### src/rtl/xnor_conv_seq_ctrl_pkg.sv
// Shared types and constants for the XNOR convolution sequencer.
// Holds the FSM state encoding, the default job geometry and a width
// helper so that counters and index ports never collapse to zero bits.
package xnor_conv_seq_ctrl_pkg;

    typedef enum logic [2:0] {
        ST_IDLE,
        ST_LOAD_W,
        ST_FILL,
        ST_STREAM,
        ST_DRAIN,
        ST_DONE
    } state_t;

    localparam int DEF_K          = 3;
    localparam int DEF_IMG_W      = 8;
    localparam int DEF_IMG_H      = 8;
    localparam int DEF_PSUM_WIDTH = 4;

    // Bits needed to hold 0..n-1, never less than one bit.
    function automatic int clog2_min1(input int n);
        return (n <= 2) ? 1 : $clog2(n);
    endfunction

endpackage

### src/rtl/xnor_conv_seq_ctrl_if.sv
// Job, weight and activation handshakes between the layer scheduler
// (master) and the convolution sequencer (slave).
//   cmd_valid/cmd_ready : job request / controller idle
//   wgt_valid/wgt_ready : one weight bit per accepted beat
//   act_valid/act_ready : one activation column per accepted beat
interface xnor_conv_seq_ctrl_if;

    logic cmd_valid;
    logic cmd_ready;
    logic wgt_valid;
    logic wgt_ready;
    logic act_valid;
    logic act_ready;

    modport master (
        output cmd_valid, wgt_valid, act_valid,
        input  cmd_ready, wgt_ready, act_ready
    );

    modport slave (
        input  cmd_valid, wgt_valid, act_valid,
        output cmd_ready, wgt_ready, act_ready
    );

endinterface

### src/rtl/xnor_conv_seq_ctrl_wrap_counter.sv
// Up-counter that wraps to zero after LIMIT.
//   clk, rst : clock and synchronous active-high reset
//   en       : advance by one (wraps to 0 when tc is high)
//   clear    : force to zero, takes priority over en
//   count    : current value
//   tc       : high while count == LIMIT
module xnor_conv_seq_ctrl_wrap_counter #(
    parameter int WIDTH = 4,
    parameter int LIMIT = 15
) (
    input  logic             clk,
    input  logic             rst,
    input  logic             en,
    input  logic             clear,
    output logic [WIDTH-1:0] count,
    output logic             tc
);

    localparam logic [WIDTH-1:0] LAST = WIDTH'(LIMIT);

    assign tc = (count == LAST);

    always_ff @(posedge clk) begin
        if (rst || clear) begin
            count <= '0;
        end else if (en) begin
            count <= tc ? '0 : count + 1'b1;
        end
    end

endmodule

### src/rtl/xnor_conv_seq_ctrl.sv
// Sequencer for a row of XNOR_CONV_PE cells running one binary KxK
// convolution job: accepts a job, loads K*K weight bits, streams the
// activation rows and flags every valid partial-sum beat.
//   clk, rst        : clock and synchronous active-high reset
//   hs              : cmd/wgt/act handshakes (slave side)
//   en              : PE array enable
//   weight_control  : PE weight shift-load
//   top_start       : first beat of a row
//   top_control     : select the top input path
//   start           : PE accumulate and emit psum
//   side_control    : select the horizontal-reuse input path
//   out_valid       : array pcountout valid this cycle
//   row_idx/col_idx : current output row / activation column
//   busy            : job in progress
//   done            : one-cycle job-complete pulse
module xnor_conv_seq_ctrl
    import xnor_conv_seq_ctrl_pkg::*;
#(
    parameter int K          = DEF_K,
    parameter int IMG_W      = DEF_IMG_W,
    parameter int IMG_H      = DEF_IMG_H,
    parameter int PSUM_WIDTH = DEF_PSUM_WIDTH
) (
    input  logic                          clk,
    input  logic                          rst,
    xnor_conv_seq_ctrl_if.slave           hs,
    output logic                          en,
    output logic                          weight_control,
    output logic                          top_start,
    output logic                          top_control,
    output logic                          start,
    output logic                          side_control,
    output logic                          out_valid,
    output logic [clog2_min1(IMG_H)-1:0]  row_idx,
    output logic [clog2_min1(IMG_W)-1:0]  col_idx,
    output logic                          busy,
    output logic                          done
);

    localparam int WCNT_W    = clog2_min1(K * K);
    localparam int ROW_W     = clog2_min1(IMG_H);
    localparam int COL_W     = clog2_min1(IMG_W);
    localparam int FILL_LAST = (K >= 2) ? K - 2 : 0;

    localparam logic [WCNT_W-1:0] DRAIN_LAST    = WCNT_W'(K - 1);
    localparam logic [COL_W-1:0]  COL_FILL_LAST = COL_W'(FILL_LAST);
    localparam logic [COL_W:0]    COL_SIDE_MIN  = (COL_W + 1)'(K);
    localparam state_t            ROW_START     = (K == 1) ? ST_STREAM : ST_FILL;

    if (K < 1 || IMG_W < K || IMG_H < K || PSUM_WIDTH < 1) begin : g_bad_params
        $error("xnor_conv_seq_ctrl: illegal geometry");
    end

    state_t              state;
    logic [WCNT_W-1:0]   wcnt;
    logic                wcnt_tc;
    logic                col_tc;
    logic                row_tc;
    logic                cmd_fire;
    logic                wgt_open;
    logic                act_open;
    logic                wgt_fire;
    logic                act_fire;
    logic                drain_exit;
    logic                row_step;

    assign wgt_open = (state == ST_LOAD_W);
    assign act_open = (state == ST_FILL) || (state == ST_STREAM);

    assign hs.cmd_ready = (state == ST_IDLE);
    assign hs.wgt_ready = wgt_open;
    assign hs.act_ready = act_open;

    assign cmd_fire   = (state == ST_IDLE) && hs.cmd_valid;
    assign wgt_fire   = wgt_open && hs.wgt_valid;
    assign act_fire   = act_open && hs.act_valid;
    assign drain_exit = (state == ST_DRAIN) && (wcnt == DRAIN_LAST);
    // The last row ends the image, so row_idx stays put and DRAIN follows.
    assign row_step   = act_fire && col_tc && !row_tc;

    // wcnt counts weight beats, then is reused to time the K drain cycles;
    // it never reaches K*K-1 in DRAIN, so it is cleared on the way out.
    xnor_conv_seq_ctrl_wrap_counter #(
        .WIDTH (WCNT_W),
        .LIMIT (K * K - 1)
    ) u_wcnt (
        .clk   (clk),
        .rst   (rst),
        .en    (wgt_fire || (state == ST_DRAIN)),
        .clear (cmd_fire || drain_exit),
        .count (wcnt),
        .tc    (wcnt_tc)
    );

    xnor_conv_seq_ctrl_wrap_counter #(
        .WIDTH (COL_W),
        .LIMIT (IMG_W - 1)
    ) u_col (
        .clk   (clk),
        .rst   (rst),
        .en    (act_fire),
        .clear (cmd_fire),
        .count (col_idx),
        .tc    (col_tc)
    );

    xnor_conv_seq_ctrl_wrap_counter #(
        .WIDTH (ROW_W),
        .LIMIT (IMG_H - K)
    ) u_row (
        .clk   (clk),
        .rst   (rst),
        .en    (row_step),
        .clear (cmd_fire),
        .count (row_idx),
        .tc    (row_tc)
    );

    // PE controls are only raised on a cycle that actually moves a beat,
    // so a stalled cycle leaves the array frozen.
    always_comb begin
        en             = 1'b0;
        weight_control = 1'b0;
        top_start      = 1'b0;
        top_control    = 1'b0;
        start          = 1'b0;
        side_control   = 1'b0;
        case (state)
            ST_LOAD_W: begin
                if (wgt_fire) begin
                    en             = 1'b1;
                    weight_control = 1'b1;
                end
            end
            ST_FILL: begin
                if (act_fire) begin
                    en          = 1'b1;
                    top_control = 1'b1;
                    top_start   = (col_idx == '0);
                end
            end
            ST_STREAM: begin
                if (act_fire) begin
                    en           = 1'b1;
                    start        = 1'b1;
                    top_control  = 1'b1;
                    side_control = ({1'b0, col_idx} >= COL_SIDE_MIN);
                    top_start    = (K == 1) && (col_idx == '0);
                end
            end
            ST_DRAIN: begin
                en = 1'b1;
            end
            default: begin
            end
        endcase
    end

    // Job FSM with its registered status outputs.
    always_ff @(posedge clk) begin
        if (rst) begin
            state     <= ST_IDLE;
            busy      <= 1'b0;
            done      <= 1'b0;
            out_valid <= 1'b0;
        end else begin
            out_valid <= (state == ST_STREAM) && act_fire;
            done      <= 1'b0;
            case (state)
                ST_IDLE: begin
                    if (hs.cmd_valid) begin
                        state <= ST_LOAD_W;
                        busy  <= 1'b1;
                    end
                end
                ST_LOAD_W: begin
                    if (wgt_fire && wcnt_tc) begin
                        state <= ROW_START;
                    end
                end
                ST_FILL: begin
                    if (act_fire && (col_idx == COL_FILL_LAST)) begin
                        state <= ST_STREAM;
                    end
                end
                ST_STREAM: begin
                    if (act_fire && col_tc) begin
                        state <= row_tc ? ST_DRAIN : ROW_START;
                    end
                end
                ST_DRAIN: begin
                    if (drain_exit) begin
                        state <= ST_DONE;
                        done  <= 1'b1;
                    end
                end
                ST_DONE: begin
                    state <= ST_IDLE;
                    busy  <= 1'b0;
                end
                default: begin
                    state <= ST_IDLE;
                    busy  <= 1'b0;
                end
            endcase
        end
    end

endmodule
### src/flat_wrapper.sv
// flat-port wrapper written by rule: the top's interface ports become plain ports
module xnor_conv_seq_ctrl_flat import xnor_conv_seq_ctrl_pkg::*;
#(
    parameter int K          = DEF_K,
    parameter int IMG_W      = DEF_IMG_W,
    parameter int IMG_H      = DEF_IMG_H,
    parameter int PSUM_WIDTH = DEF_PSUM_WIDTH
)
  (clk, rst, en, weight_control, top_start, top_control, start, side_control, out_valid, row_idx, col_idx, busy, done, hs_cmd_valid, hs_wgt_valid, hs_act_valid, hs_cmd_ready, hs_wgt_ready, hs_act_ready);
  xnor_conv_seq_ctrl_if hs_i ();
  input  logic clk;
  input  logic rst;
  output logic en;
  output logic weight_control;
  output logic top_start;
  output logic top_control;
  output logic start;
  output logic side_control;
  output logic out_valid;
  output logic [clog2_min1(IMG_H)-1:0] row_idx;
  output logic [clog2_min1(IMG_W)-1:0] col_idx;
  output logic busy;
  output logic done;
  input wire logic [$bits(hs_i.cmd_valid)-1:0] hs_cmd_valid;
  input wire logic [$bits(hs_i.wgt_valid)-1:0] hs_wgt_valid;
  input wire logic [$bits(hs_i.act_valid)-1:0] hs_act_valid;
  output wire logic [$bits(hs_i.cmd_ready)-1:0] hs_cmd_ready;
  output wire logic [$bits(hs_i.wgt_ready)-1:0] hs_wgt_ready;
  output wire logic [$bits(hs_i.act_ready)-1:0] hs_act_ready;
  assign hs_i.cmd_valid = hs_cmd_valid;
  assign hs_i.wgt_valid = hs_wgt_valid;
  assign hs_i.act_valid = hs_act_valid;
  assign hs_cmd_ready = hs_i.cmd_ready;
  assign hs_wgt_ready = hs_i.wgt_ready;
  assign hs_act_ready = hs_i.act_ready;
  xnor_conv_seq_ctrl #(.K(K), .IMG_W(IMG_W), .IMG_H(IMG_H), .PSUM_WIDTH(PSUM_WIDTH)) u_core (.clk(clk), .rst(rst), .hs(hs_i), .en(en), .weight_control(weight_control), .top_start(top_start), .top_control(top_control), .start(start), .side_control(side_control), .out_valid(out_valid), .row_idx(row_idx), .col_idx(col_idx), .busy(busy), .done(done));
endmodule
### config.mk
export PLATFORM = sky130hd
export DESIGN_NAME = xnor_conv_seq_ctrl_flat
export DESIGN_NICKNAME = d
export VERILOG_FILES = /design/src/rtl/xnor_conv_seq_ctrl_pkg.sv /design/src/rtl/xnor_conv_seq_ctrl_if.sv /design/src/rtl/xnor_conv_seq_ctrl_wrap_counter.sv /design/src/rtl/xnor_conv_seq_ctrl.sv /design/src/flat_wrapper.sv
export SDC_FILE = /design/constraint.sdc
export NUM_CORES = 1
export LEC_CHECK = 0
export CORE_MARGIN = 2
export CORE_UTILIZATION = 47
export CTS_CLUSTER_DIAMETER = 40
export DETAILED_ROUTE_END_ITERATION = 8
export PLACE_DENSITY = 0.81
export SLEW_MARGIN = 20
export SYNTH_ARGS = -nofsm -noshare
export SYNTH_HDL_FRONTEND = slang
export SYNTH_SLANG_ARGS = --single-unit
### constraint.sdc
create_clock -name clk -period 1.5 [get_ports clk]
set_input_delay 0.3 -clock clk [delete_from_list [all_inputs] [get_ports clk]]
set_output_delay 0.3 -clock clk [all_outputs]
set_load 0.1 [all_outputs]
==> reports/results.ini, run 1 <==
[run_status]
status=stopped before the end
stop_stage=clock tree synthesis
error_line=[ERROR DPL-0038] Utilization greater than 100%, impossible to legalize

[clock_network]
h-tree-depth=1
cts-root-buf=clkbuf_4
clockBufferDepth=2
hold_buffers=0
postCtsSetupRepairBufs=11
post_cts_resized=32
cts.sinks=16
cts_made_buffers=3

[logic_synthesis]
ys_top_cells_by_area=dfxtp_1, ha_1, nor2_1
syn-cell-area_sq_um=902
synth.distinct_cells=36
netlist.area_leader.share_pct=35.5
synth_warnings=0
netlist_instances=106
synth-main-ff-cell=dfxtp_1
synth_seq_cells=16
yosysSeqAreaShare_pct=35.5
syn_nets=119
async_flop_share_pct=0
synth_edf_count=0
yosysTopAreaCell=dfxtp_1
postSynthAreaPerCell_sq_um=8.51

[place]
port_buffers=22
dp_hpwl_microns=2290
routabilityCongestion=0.837

[floorplan]
io_pins=23
die_w_microns=47.8
start_util_pct=51.1
die_h_microns=47.8
row_count=15

-- synth_stat cells (2+ instances only) --
cell	number
nand3b_1	2
ha_1	8
a31oi_1	2
inv_1	8
o21ai_0	3
a211oi_1	2
nor2_1	17
nand4_1	2
nor4b_1	2
a21oi_1	7
nand3_1	3
nor3_1	3
xor2_1	2
dfxtp_1	16
nand2_1	6
buf_2	3
-- per-stage QoR --
stage | setup WS (ns) | setup TNS, ns | cell area [sq um] | instances | hold slack [ns]
3_3_place_gp | -0.260 | -2.88 | 1530 | 168 | 0.492
2_1_floorplan | -0.495 | -2.41 | 996 | 106 | 0.364
3_5_place_dp | -0.301 | -3.54 | 1530 | 168 | 0.524
-- kinds of logic after synthesis --
family / count (synthesis) / synth area share [%]
simple gates: 46 / 29.3
compound gates: 18 / 12.6
flops: 16 / 35.5
buf+inv: 13 / 6.24
fa+ha+maj: 8 / 11.1
xor+xnor: 3 / 2.91
mux: 2 / 2.36
==> run 2: changes to the inputs <==
--- a/config.mk
+++ b/config.mk
@@ -5,11 +5,10 @@
 export SDC_FILE = /design/constraint.sdc
 export NUM_CORES = 1
 export LEC_CHECK = 0
-export CORE_MARGIN = 2
-export CORE_UTILIZATION = 47
-export CTS_CLUSTER_DIAMETER = 40
+export CORE_AREA = 2 2 63 65
 export DETAILED_ROUTE_END_ITERATION = 8
-export PLACE_DENSITY = 0.81
+export DIE_AREA = 0 0 65 67
+export PLACE_DENSITY_LB_ADDON = 0.15
 export SLEW_MARGIN = 20
 export SYNTH_ARGS = -nofsm -noshare
 export SYNTH_HDL_FRONTEND = slang
==> reports/results.ini, run 2 <==
[run_status]
status=finished with violations
violations=setup timing

[logic_synthesis]
syn_nets=119  ; unchanged
yosysSeqAreaShare_pct=35.5  ; unchanged
synth-main-ff-cell=dfxtp_1
syn-cell-area_sq_um=902  ; unchanged
netlist_instances=106  ; unchanged
yosysTopAreaCell=dfxtp_1
netlist.area_leader.share_pct=35.5  ; unchanged
async_flop_share_pct=0  ; unchanged
ys_top_cells_by_area=dfxtp_1, ha_1, nor2_1
synth_edf_count=0  ; unchanged
yosysMostFrequentCell=nor2_1
synth_seq_cells=16  ; unchanged
postSynthAreaPerCell_sq_um=8.51  ; unchanged
synth.distinct_cells=36  ; unchanged
synth_warnings=0  ; unchanged
synthTopCellsByCount=nor2_1, dfxtp_1, ha_1, inv_1, a21oi_1

[critical_path]
cpMaxStageDelayCell=dfxtp_4
cp.arrival_ns=1.41
cp_slowest_stage_delay_ns=0.36
r2r-start=u_core.state[2]$_SDFFE_PP0P_
crit_type=reg2out
worstPathCellList=ha_4, ha_4, a211oi_2, buf_4, nor2_4, buf_12
reg2reg_slack_ns=0.02
worst_setup_path_end_kind=output port
required_ns=1.20
startpoint=u_core.u_col.count[1]$_SDFFE_PP0P_
critPathMaxFanout=2
startpoint_type=flop
crit_top_cell=ha_4

[clock_network]
cts-root-buf=clkbuf_8
cts_made_buffers=3  ; unchanged
clk_pin_slew_worst_paths_ns=0.07
hold_buffers=0  ; unchanged
h-tree-depth=1  ; unchanged
cts_tree=built
clockBufferDepth=2  ; unchanged
cts.sinks=16  ; unchanged
clk_latency_ns=0.26

[sta]
rsz0062_at_grt=true
skew_ns=0.00840
max_freq_mhz=586
tightest_slew_ns=0.308
fin_crit_sh_pct=114
slew_headroom_pct=79.4
finalWorstSetupSlack_ns=-0.206
period_minus_slack_ns=1.71
hold_viol_final=0
tns_ns=-0.559
setup_viol=5
maxSlewViolCount=0
holdWs_ns=0.527

[route]
routedWlPerCell_microns=13.6
met3_length_microns=113
routed.top_layer=met4
drt-total-wl_microns=2850
vias=1001
dr.pass1.iters=4
dr.first_iter.drc_count=19
ant_nets=0
met1_length_microns=1270
drc_errors=0
route.met2.wl_microns=1400
vias_per_cell=4.77

[finish]
regMostFlops=u_core.u_wcnt.count
layout_common_cells=buf_4, buf_12, nor2_1
finalNonFillerCells=210
antenna_cells=0
nFillCells=340
largest_register_ffs=4
drive_gt1_share_pct=59.3
design_area_sq_mm=0.00188
nNetsFinal=176
final_common_cell=buf_4
regArea_sq_um=347
area_growth_pct=109
multi_input_area_sq_um=703
utilization_pct=52.2

[pwr]
peakVddDrop_v=0.000232
p_leak_nw=0.772
power.density_mw_per_mm2=524

[floorplan]
start_util_pct=25.0  ; -26 points
coreArea_sq_mm=0.00361
die_w_microns=65  ; +36%
die_h_microns=67  ; +40%
io_pins=23  ; unchanged
die_area_sq_mm=0.00436
row_count=22  ; +7

[grt]
grt_pass1_wl_microns=4660
antenna_found_initial=0
grt_max_degree=10
grt_pass1_vias=1018
grt-ovfl-total=0
grt_util_all_layers_pct=14.3

[min_path]
min_path_type=reg2reg
hp-start=u_core.u_wcnt.count[3]$_SDFFE_PP0P_

[place]
port_buffers=22  ; unchanged
dp.cells=195  ; +16%
dp_hpwl_microns=2000  ; -13%
routabilityCongestion=0.741  ; -11%
placed_cell_area_sq_mm=0.00159  ; +3.8%

[job]
maxCapViolCount=0

## run 2: layer usage
metal / vias up / global-route usage, %
met5: - / 0
met4: 0 / 7.98
met3: 5 / 2.36
met2: 26 / 24.7
met1: 488 / 16.8
li1: 482 / -
## run 2: logic make-up after synthesis
logic type      synth area share, %
simple gates                   29.3
flops                          35.5
buf+inv                        6.24
fa+ha+maj                      11.1
compound gates                 12.6
mux                            2.36
xor+xnor                       2.91
## run 2: layout make-up
| class | instances | share of cell area (%) |
|---|---|---|
| sequential | 16 | 18.4 |
| clock buffer | 4 | 2.39 |
| timing repair buffer | 56 | 36.5 |
| inverter | 9 | 2.13 |
| multi-input combinational | 77 | 37.4 |
| tap | 48 | 3.19 |
## run 2: what timing repair did
action	CTS	global route
gates resized for setup	31	13
buffers inserted	6	6
pin swaps	9	5
setup endpoints to repair	10	13
## run 2: power by group
| part | leakage (nW) | internal [mW] | switching (mW) | total [mW] |
|---|---|---|---|---|
| sequential | 0.136 | 0.421 | 0.00865 | 0.430 |
| clock | 0.0228 | 0.189 | 0.157 | 0.345 |
| combinational | 0.613 | 0.0938 | 0.116 | 0.210 |
## run 2: path summary, 6_finish.rpt
check / to / depth (start not counted)
worst min register to register: u_core.u_wcnt.count[3]$_SDFFE_PP0P_ / 2
worst max register to register: u_core.u_wcnt.count[3]$_SDFFE_PP0P_ / 5
worst min-delay path: u_core.u_wcnt.count[3]$_SDFFE_PP0P_ / 2
worst max-delay path: side_control / 6
## run 2: metrics by stage
step | power, mW | worst slack, ns
final | 0.985 | -0.206
after floorplan | 0.544 | -0.495
after CTS | 0.990 | -0.209
after detailed placement | 0.625 | -0.297
after global placement | 0.624 | -0.275
after global routing | 1.03 | -0.275
## run 2: worst max-delay path, delay by kind of cell, from the launching register on
| family | cells | cell delay, ns |
|---|---|---|
| simple gates | 1 | 0.04 |
| flops | 1 | 0.36 |
| compound gates | 1 | 0.14 |
| fa+ha+maj | 2 | 0.31 |
| buf+inv | 2 | 0.30 |
Power figures use the tool's default switching activity.
